### src/rtl/preg_free_list_ctrl.sv
// Physical-register free list: circular buffer of free register numbers,
// self-initialised after reset, with multi-lane all-or-nothing allocate and multi-lane release.

module preg_fl_wrap_add #(
    parameter int ENTRY_NUM = 32,
    parameter int PTR_W     = 5,
    parameter int CNT_W     = 6
) (
    input  logic [PTR_W-1:0] i_base,
    input  logic [CNT_W-1:0] i_off,
    output logic [PTR_W-1:0] o_sum
);
    localparam int SUM_W = CNT_W + 1;

    logic [SUM_W-1:0] w_raw;
    logic [SUM_W-1:0] w_wrapped;

    // Compare-and-subtract rather than truncation so odd depths wrap correctly.
    assign w_raw     = SUM_W'(i_base) + SUM_W'(i_off);
    assign w_wrapped = (w_raw >= SUM_W'(ENTRY_NUM)) ? (w_raw - SUM_W'(ENTRY_NUM)) : w_raw;
    assign o_sum     = PTR_W'(w_wrapped);
endmodule

module preg_free_list_ctrl #(
    parameter int ENTRY_NUM  = 32,
    parameter int PREG_W     = 6,
    parameter int POP_WIDTH  = 2,
    parameter int PUSH_WIDTH = 2,
    parameter int INIT_BASE  = 32
) (
    input  logic                                   clk,
    input  logic                                   rst,
    input  logic [POP_WIDTH-1:0]                   popReq,
    output logic                                   popGrant,
    output logic [POP_WIDTH-1:0][PREG_W-1:0]       popRegNum,
    input  logic [PUSH_WIDTH-1:0]                  pushValid,
    input  logic [PUSH_WIDTH-1:0][PREG_W-1:0]      pushRegNum,
    output logic                                   ready,
    output logic [$clog2(ENTRY_NUM+1)-1:0]         freeCount,
    output logic                                   overflow
);
    localparam int CNT_W = $clog2(ENTRY_NUM + 1);
    localparam int PTR_W = (ENTRY_NUM > 1) ? $clog2(ENTRY_NUM) : 1;
    localparam int SUM_W = CNT_W + 1;

    localparam logic [0:0] ST_INIT = 1'b0;
    localparam logic [0:0] ST_RUN  = 1'b1;

    logic [0:0]        r_state;
    logic [PTR_W-1:0]  r_init_idx;
    logic [PTR_W-1:0]  r_head;
    logic [PTR_W-1:0]  r_tail;
    logic [CNT_W-1:0]  r_count;
    logic [CNT_W-1:0]  r_free_cnt;
    logic              r_overflow;
    logic [PREG_W-1:0] r_mem [ENTRY_NUM];

    logic                             w_run;
    logic [POP_WIDTH-1:0][CNT_W-1:0]  w_pop_rank;
    logic [PUSH_WIDTH-1:0][CNT_W-1:0] w_push_rank;
    logic [CNT_W-1:0]                 w_pop_n;
    logic [CNT_W-1:0]                 w_push_n;
    logic [POP_WIDTH-1:0][PTR_W-1:0]  w_pop_addr;
    logic [PUSH_WIDTH-1:0][PTR_W-1:0] w_push_addr;
    logic                             w_grant;
    logic [CNT_W-1:0]                 w_cnt_after_pop;
    logic [SUM_W-1:0]                 w_cnt_sum;
    logic                             w_drop;
    logic                             w_push_ok;
    logic [CNT_W-1:0]                 w_cnt_nxt;
    logic [PTR_W-1:0]                 w_head_adv;
    logic [PTR_W-1:0]                 w_tail_adv;

    assign w_run = (r_state == ST_RUN);

    // Rank of each active lane among active lanes, plus the total.
    always_comb begin
        w_pop_n = '0;
        for (int l = 0; l < POP_WIDTH; l++) begin
            w_pop_rank[l] = w_pop_n;
            w_pop_n       = w_pop_n + CNT_W'(popReq[l]);
        end
    end

    always_comb begin
        w_push_n = '0;
        for (int l = 0; l < PUSH_WIDTH; l++) begin
            w_push_rank[l] = w_push_n;
            w_push_n       = w_push_n + CNT_W'(pushValid[l]);
        end
    end

    genvar g;
    generate
        for (g = 0; g < POP_WIDTH; g++) begin : g_pop_lane
            preg_fl_wrap_add #(.ENTRY_NUM(ENTRY_NUM), .PTR_W(PTR_W), .CNT_W(CNT_W)) u_addr (
                .i_base (r_head),
                .i_off  (w_pop_rank[g]),
                .o_sum  (w_pop_addr[g])
            );
            assign popRegNum[g] = r_mem[w_pop_addr[g]];
        end
        for (g = 0; g < PUSH_WIDTH; g++) begin : g_push_lane
            preg_fl_wrap_add #(.ENTRY_NUM(ENTRY_NUM), .PTR_W(PTR_W), .CNT_W(CNT_W)) u_addr (
                .i_base (r_tail),
                .i_off  (w_push_rank[g]),
                .o_sum  (w_push_addr[g])
            );
        end
    endgenerate

    preg_fl_wrap_add #(.ENTRY_NUM(ENTRY_NUM), .PTR_W(PTR_W), .CNT_W(CNT_W)) u_head_adv (
        .i_base (r_head),
        .i_off  (w_pop_n),
        .o_sum  (w_head_adv)
    );

    preg_fl_wrap_add #(.ENTRY_NUM(ENTRY_NUM), .PTR_W(PTR_W), .CNT_W(CNT_W)) u_tail_adv (
        .i_base (r_tail),
        .i_off  (w_push_n),
        .o_sum  (w_tail_adv)
    );

    // Grant looks only at the pre-edge count; same-cycle releases cannot rescue a denied pop.
    assign w_grant         = w_run && (w_pop_n != '0) && (r_count >= w_pop_n);
    assign w_cnt_after_pop = w_grant ? (r_count - w_pop_n) : r_count;
    assign w_cnt_sum       = SUM_W'(w_cnt_after_pop) + SUM_W'(w_push_n);
    assign w_drop          = w_run && (w_cnt_sum > SUM_W'(ENTRY_NUM));
    assign w_push_ok       = w_run && !w_drop && (w_push_n != '0);
    assign w_cnt_nxt       = w_drop ? w_cnt_after_pop : CNT_W'(w_cnt_sum);

    always_ff @(posedge clk) begin
        if (r_state == ST_INIT) begin
            r_mem[r_init_idx] <= PREG_W'(INIT_BASE) + PREG_W'(r_init_idx);
        end else if (w_push_ok) begin
            for (int l = 0; l < PUSH_WIDTH; l++) begin
                if (pushValid[l]) r_mem[w_push_addr[l]] <= pushRegNum[l];
            end
        end
    end

    always_ff @(posedge clk or posedge rst) begin
        if (rst) begin
            r_state    <= ST_INIT;
            r_init_idx <= '0;
            r_head     <= '0;
            r_tail     <= '0;
            r_count    <= '0;
            r_free_cnt <= '0;
            r_overflow <= 1'b0;
        end else if (r_state == ST_INIT) begin
            if (r_init_idx == PTR_W'(ENTRY_NUM - 1)) begin
                r_state    <= ST_RUN;
                r_init_idx <= '0;
                r_head     <= '0;
                r_tail     <= '0;
                r_count    <= CNT_W'(ENTRY_NUM);
                r_free_cnt <= CNT_W'(ENTRY_NUM);
            end else begin
                r_init_idx <= r_init_idx + PTR_W'(1);
            end
        end else begin
            if (w_grant)   r_head <= w_head_adv;
            if (w_push_ok) r_tail <= w_tail_adv;
            r_count    <= w_cnt_nxt;
            r_free_cnt <= w_cnt_nxt;
            if (w_drop)    r_overflow <= 1'b1;
        end
    end

    assign popGrant  = w_grant;
    assign ready     = w_run;
    assign freeCount = r_free_cnt;
    assign overflow  = r_overflow;
endmodule

### config.mk
export PLATFORM = sky130hd
export DESIGN_NAME = preg_free_list_ctrl
export DESIGN_NICKNAME = d
export VERILOG_FILES = /design/src/rtl/preg_free_list_ctrl.sv
export SDC_FILE = /design/constraint.sdc
export NUM_CORES = 1
export LEC_CHECK = 0
export ABC_CLOCK_PERIOD_IN_PS = 5400
export BUFFER_PORTS_ARGS = -buffer_cell sky130_fd_sc_hd__buf_2
export CORE_UTILIZATION = 58
export CTS_CLUSTER_DIAMETER = 150
export DETAILED_ROUTE_END_ITERATION = 12
export PLACE_DENSITY = 0.78
export SYNTH_ARGS = -nofsm -noshare
export SYNTH_HDL_FRONTEND = slang
export SYNTH_SLANG_ARGS = --single-unit
### constraint.sdc
create_clock -name clk -period 5.4 [get_ports clk]
set_input_delay 0.27 -clock clk [delete_from_list [all_inputs] [get_ports clk]]
set_output_delay 0.27 -clock clk [all_outputs]
set_load 0.01 [all_outputs]
==> qor.yml <==
run_status:
  status: "completed"
timing:
  period_share: 0.940
  worst_pin_slew_ps: 1260
  hold_viol_final: 0
  slew_viol_final: 0
  skew_ps: 9.72
  setup_viol: 0
  fmax_mhz: 197
  fin_crit_ps: 5080
  slew_headroom: 0.158
  rsz0062_at_grt: "false"
logic_synthesis:
  netlist_instances: 904
  async_reset_ff_frac: 0.107
  ys_seq_area_frac: 0.457
  netlist_area_um2: 13900
  ys_ff_latch: 215
  mappedNetlistNets: 944
  post-synth-top-area-cell: "edfxtp_1"
  synth-edff-count: 192
  synth_ff_type: "edfxtp_1"
  ys_top_cells_by_area: "edfxtp_1, mux4_2, mux2_2"
  post_synth_num_cell_types: 60
  synth_area_per_cell_um2: 15.4
  yosysTopAreaCellShare: 0.415
  yosys_warnings: 0
global_routing:
  grt_busiest_layer: "met2"
  met3_usage: 0.0579
  gr-usage-met1: 0.445
  grt_pass1_vias: 8841
  grt_pass1_wl_mm: 55.8
  grt_antenna_before_repair: 2
  grt_max_degree: 53
  grt_overflow: 0
  grtUsageMet2: 0.499
  grt_use_total: 0.313
critical_path:
  reg2reg_to: "r_mem[15][5]"
  reg2reg_from: "freeCount[0]"
  rr_worst_depth: 19
  arrival_ps: 5350
  crit_path_max_fanout: 32
  start_kind: "register"
  cp.required_ps: 5670
  critical_path_class: "register to register"
  r2r_slack_ps: 320
  end_kind: "register"
placed_design:
  placed_cell_area_um2: 14500
  place_congestion: 0.887
  io_buffers: 38
  hpwlAfterDp_mm: 24.8
run:
  max_cap_viol_count: 0
route:
  ant_nets: 0
  vias: 8859
  via_per_inst: 6.98
  dr.pass1.iters: 5
  routedWlPerCell_um: 29.0
  drc: 0
  routed_wl_mm: 36.8
  drt_iter0_drc: 995
die:
  dieArea_um2: 24600
  die_h_um: 157
  core_um2: 23500
  die_w_um: 157
  initial_core_util: 0.592
  rows: 56
  ioPinCount: 39
pwr:
  ir_worst_vdd_mv: 0.360
  p_seq_frac: 0.277
  combPwrFrac: 0.514
  power_switching_mw: 3.08
  p_int_mw: 5.05
  power.total_mw: 8.12
  powerDensity_nw_per_um2: 529
  switching_share: 0.379
  leakagePower_nw: 5.62
  p_clk_frac: 0.209
clocking:
  cts_root_buf: "clkbuf_16"
  numCtsBuffers: 24
  clock_sinks: 215
  post_cts_buffers: 0
  clock_path_buffers: 3
  cts_tree: "yes"
  insertion_delay_ps: 530
  clk_pin_slew_worst_paths_ps: 60
  htree_levels: 1
min_path:
  holdPathStages: 6
  hold_end: "r_head[0]"
  hp-class: "input pin to register"
  hold_start: "popReq[1]"
layout:
  postLayoutCellArea_um2: 15300
  multi_input_area_um2: 7110
  seq_area_um2: 6350
  utilization: 0.654
  area_delta_synth_final_pct: 10.5
  layout-drive-gt1-share: 0.526
  n_fill_cell: 1655
  nets: 971
==> worst max path at each step <==
stage / start / to / slack (ps) / cells past startpoint
after global routing: freeCount[0] / r_mem[2][5] / 10 / 20
after detailed placement: popReq[0] / r_mem[29][0] / -40 / 21
after floorplan: popReq[0] / r_mem[13][0] / 90 / 20
after CTS: freeCount[0] / r_mem[29][4] / 120 / 19
after global placement: popReq[1] / r_mem[18][5] / 120 / 20
final: freeCount[0] / r_mem[15][5] / 320 / 19
==> layer usage <==
layer  vias to the layer above  wire (um)
met5                         -          0
li1                       3729          -
met2                       480      17800
met3                        49       3880
met1                      4601      14400
met4                         0        816
==> cell usage after synthesis (15+ instances only) <==
cell type  instances
mux2_2           198
inv_1             16
buf_1             16
clkbuf_1          48
nand2_1           19
o21ai_0           30
mux4_2           120
nor2_1            25
dfrtp_1           23
edfxtp_1         192
nand3_1           15
nand4_2           18
ha_1              18
==> per-stage QoR <==
step                hold slack (ps)  setup TNS (ps)  instances  setup WS, ps
detailed placement              458           -1090       1223         -41.7
floorplan                       272               0        904          92.1
finish                          296               0       1270           321
global placement                450               0       1223           121
global route                    336               0       1268          14.9
CTS                             301               0       1268           121
==> cells by family (layout without fill, tap and decap cells) <==
group | Yosys count | after routing | share of synthesized area
fa+ha+maj | 22 | 22 | 0.0220
xor+xnor | 16 | 16 | 0.0101
other cells | 0 | 2 | 0
flops | 215 | 215 | 0.457
mux | 346 | 346 | 0.378
compound gates | 78 | 78 | 0.0398
buf+inv | 106 | 151 | 0.0374
simple gates | 121 | 121 | 0.0557
==> power groups by stage <==
stage               clock network, mW  logic [mW]  registers (mW)
floorplan                           0        2.94            2.19
global placement                    0        4.04            2.27
detailed placement                  0        4.11            2.28
CTS                              1.70        4.13            2.25
global route                     1.77        4.39            2.27
finish                           1.70        4.17            2.25
==> cell type report <==
type	count	area share
multi-input combinational	583	0.463
sequential	215	0.413
clock buffer	29	0.0430
timing repair buffer	91	0.0401
tap	319	0.0260
clock inverter	15	0.0100
inverter	16	0.00391
antenna	2	0.000326
==> critical path, stage by stage (launching register included) <==
cell	delay, ps
dfrtp_1	400
inv_1	90
ha_1	170
inv_1	60
fa_1	420
a2111oi_2	300
a21oi_1	210
nor2_1	120
a21oi_1	60
ha_1	250
fa_1	490
inv_1	160
or3_1	140
o311a_1	200
o311ai_4	130
a211oi_4	260
buf_12	180
buf_4	210
nand2b_2	440
mux2_2	480
==> sequential cells by signal, indices dropped and copies added, names as in the netlist <==
name,flops
freeCount,6
overflow,1
r_init_idx,5
r_mem,192
r_head,5
ready,1
r_tail,5
==> layout by cell type (no fill, tap or decap), types with 3 or more instances in the layout <==
master / netlist / final
mux4_2: 120 / 120
xnor2_1: 8 / 7
inv_1: 16 / 16
fa_1: 4 / 4
a21oi_1: 7 / 6
mux2_2: 198 / 198
dfrtp_1: 23 / 21
o21ai_2: 0 / 6
buf_4: 8 / 50
mux2_4: 5 / 5
nand4_1: 4 / 4
nand4_2: 18 / 18
buf_2: 7 / 38
o21ai_1: 5 / 12
nor2_1: 25 / 25
nor3b_1: 6 / 6
mux2i_1: 10 / 10
a22o_1: 5 / 5
o21ai_0: 30 / 17
clkinv_2: 0 / 8
o21bai_1: 6 / 5
and3_1: 6 / 6
mux2_1: 12 / 12
ha_1: 18 / 16
bufinv_16: 0 / 3
nand3b_1: 4 / 4
nand3_1: 15 / 15
edfxtp_1: 192 / 192
nand2_1: 19 / 19
nand2b_1: 3 / 3
a21o_1: 4 / 4
xor2_1: 8 / 7
nor3_1: 8 / 8
clkbuf_16: 0 / 25
==> repair_timing <==
action	4_1_cts	5_1_grt
hold endpoints to repair	23	0
endpoints found under the setup margin	0	361
hold buffers	1	0
resized for setup	0	10
No activity file was read; power rests on OpenSTA's default activity.
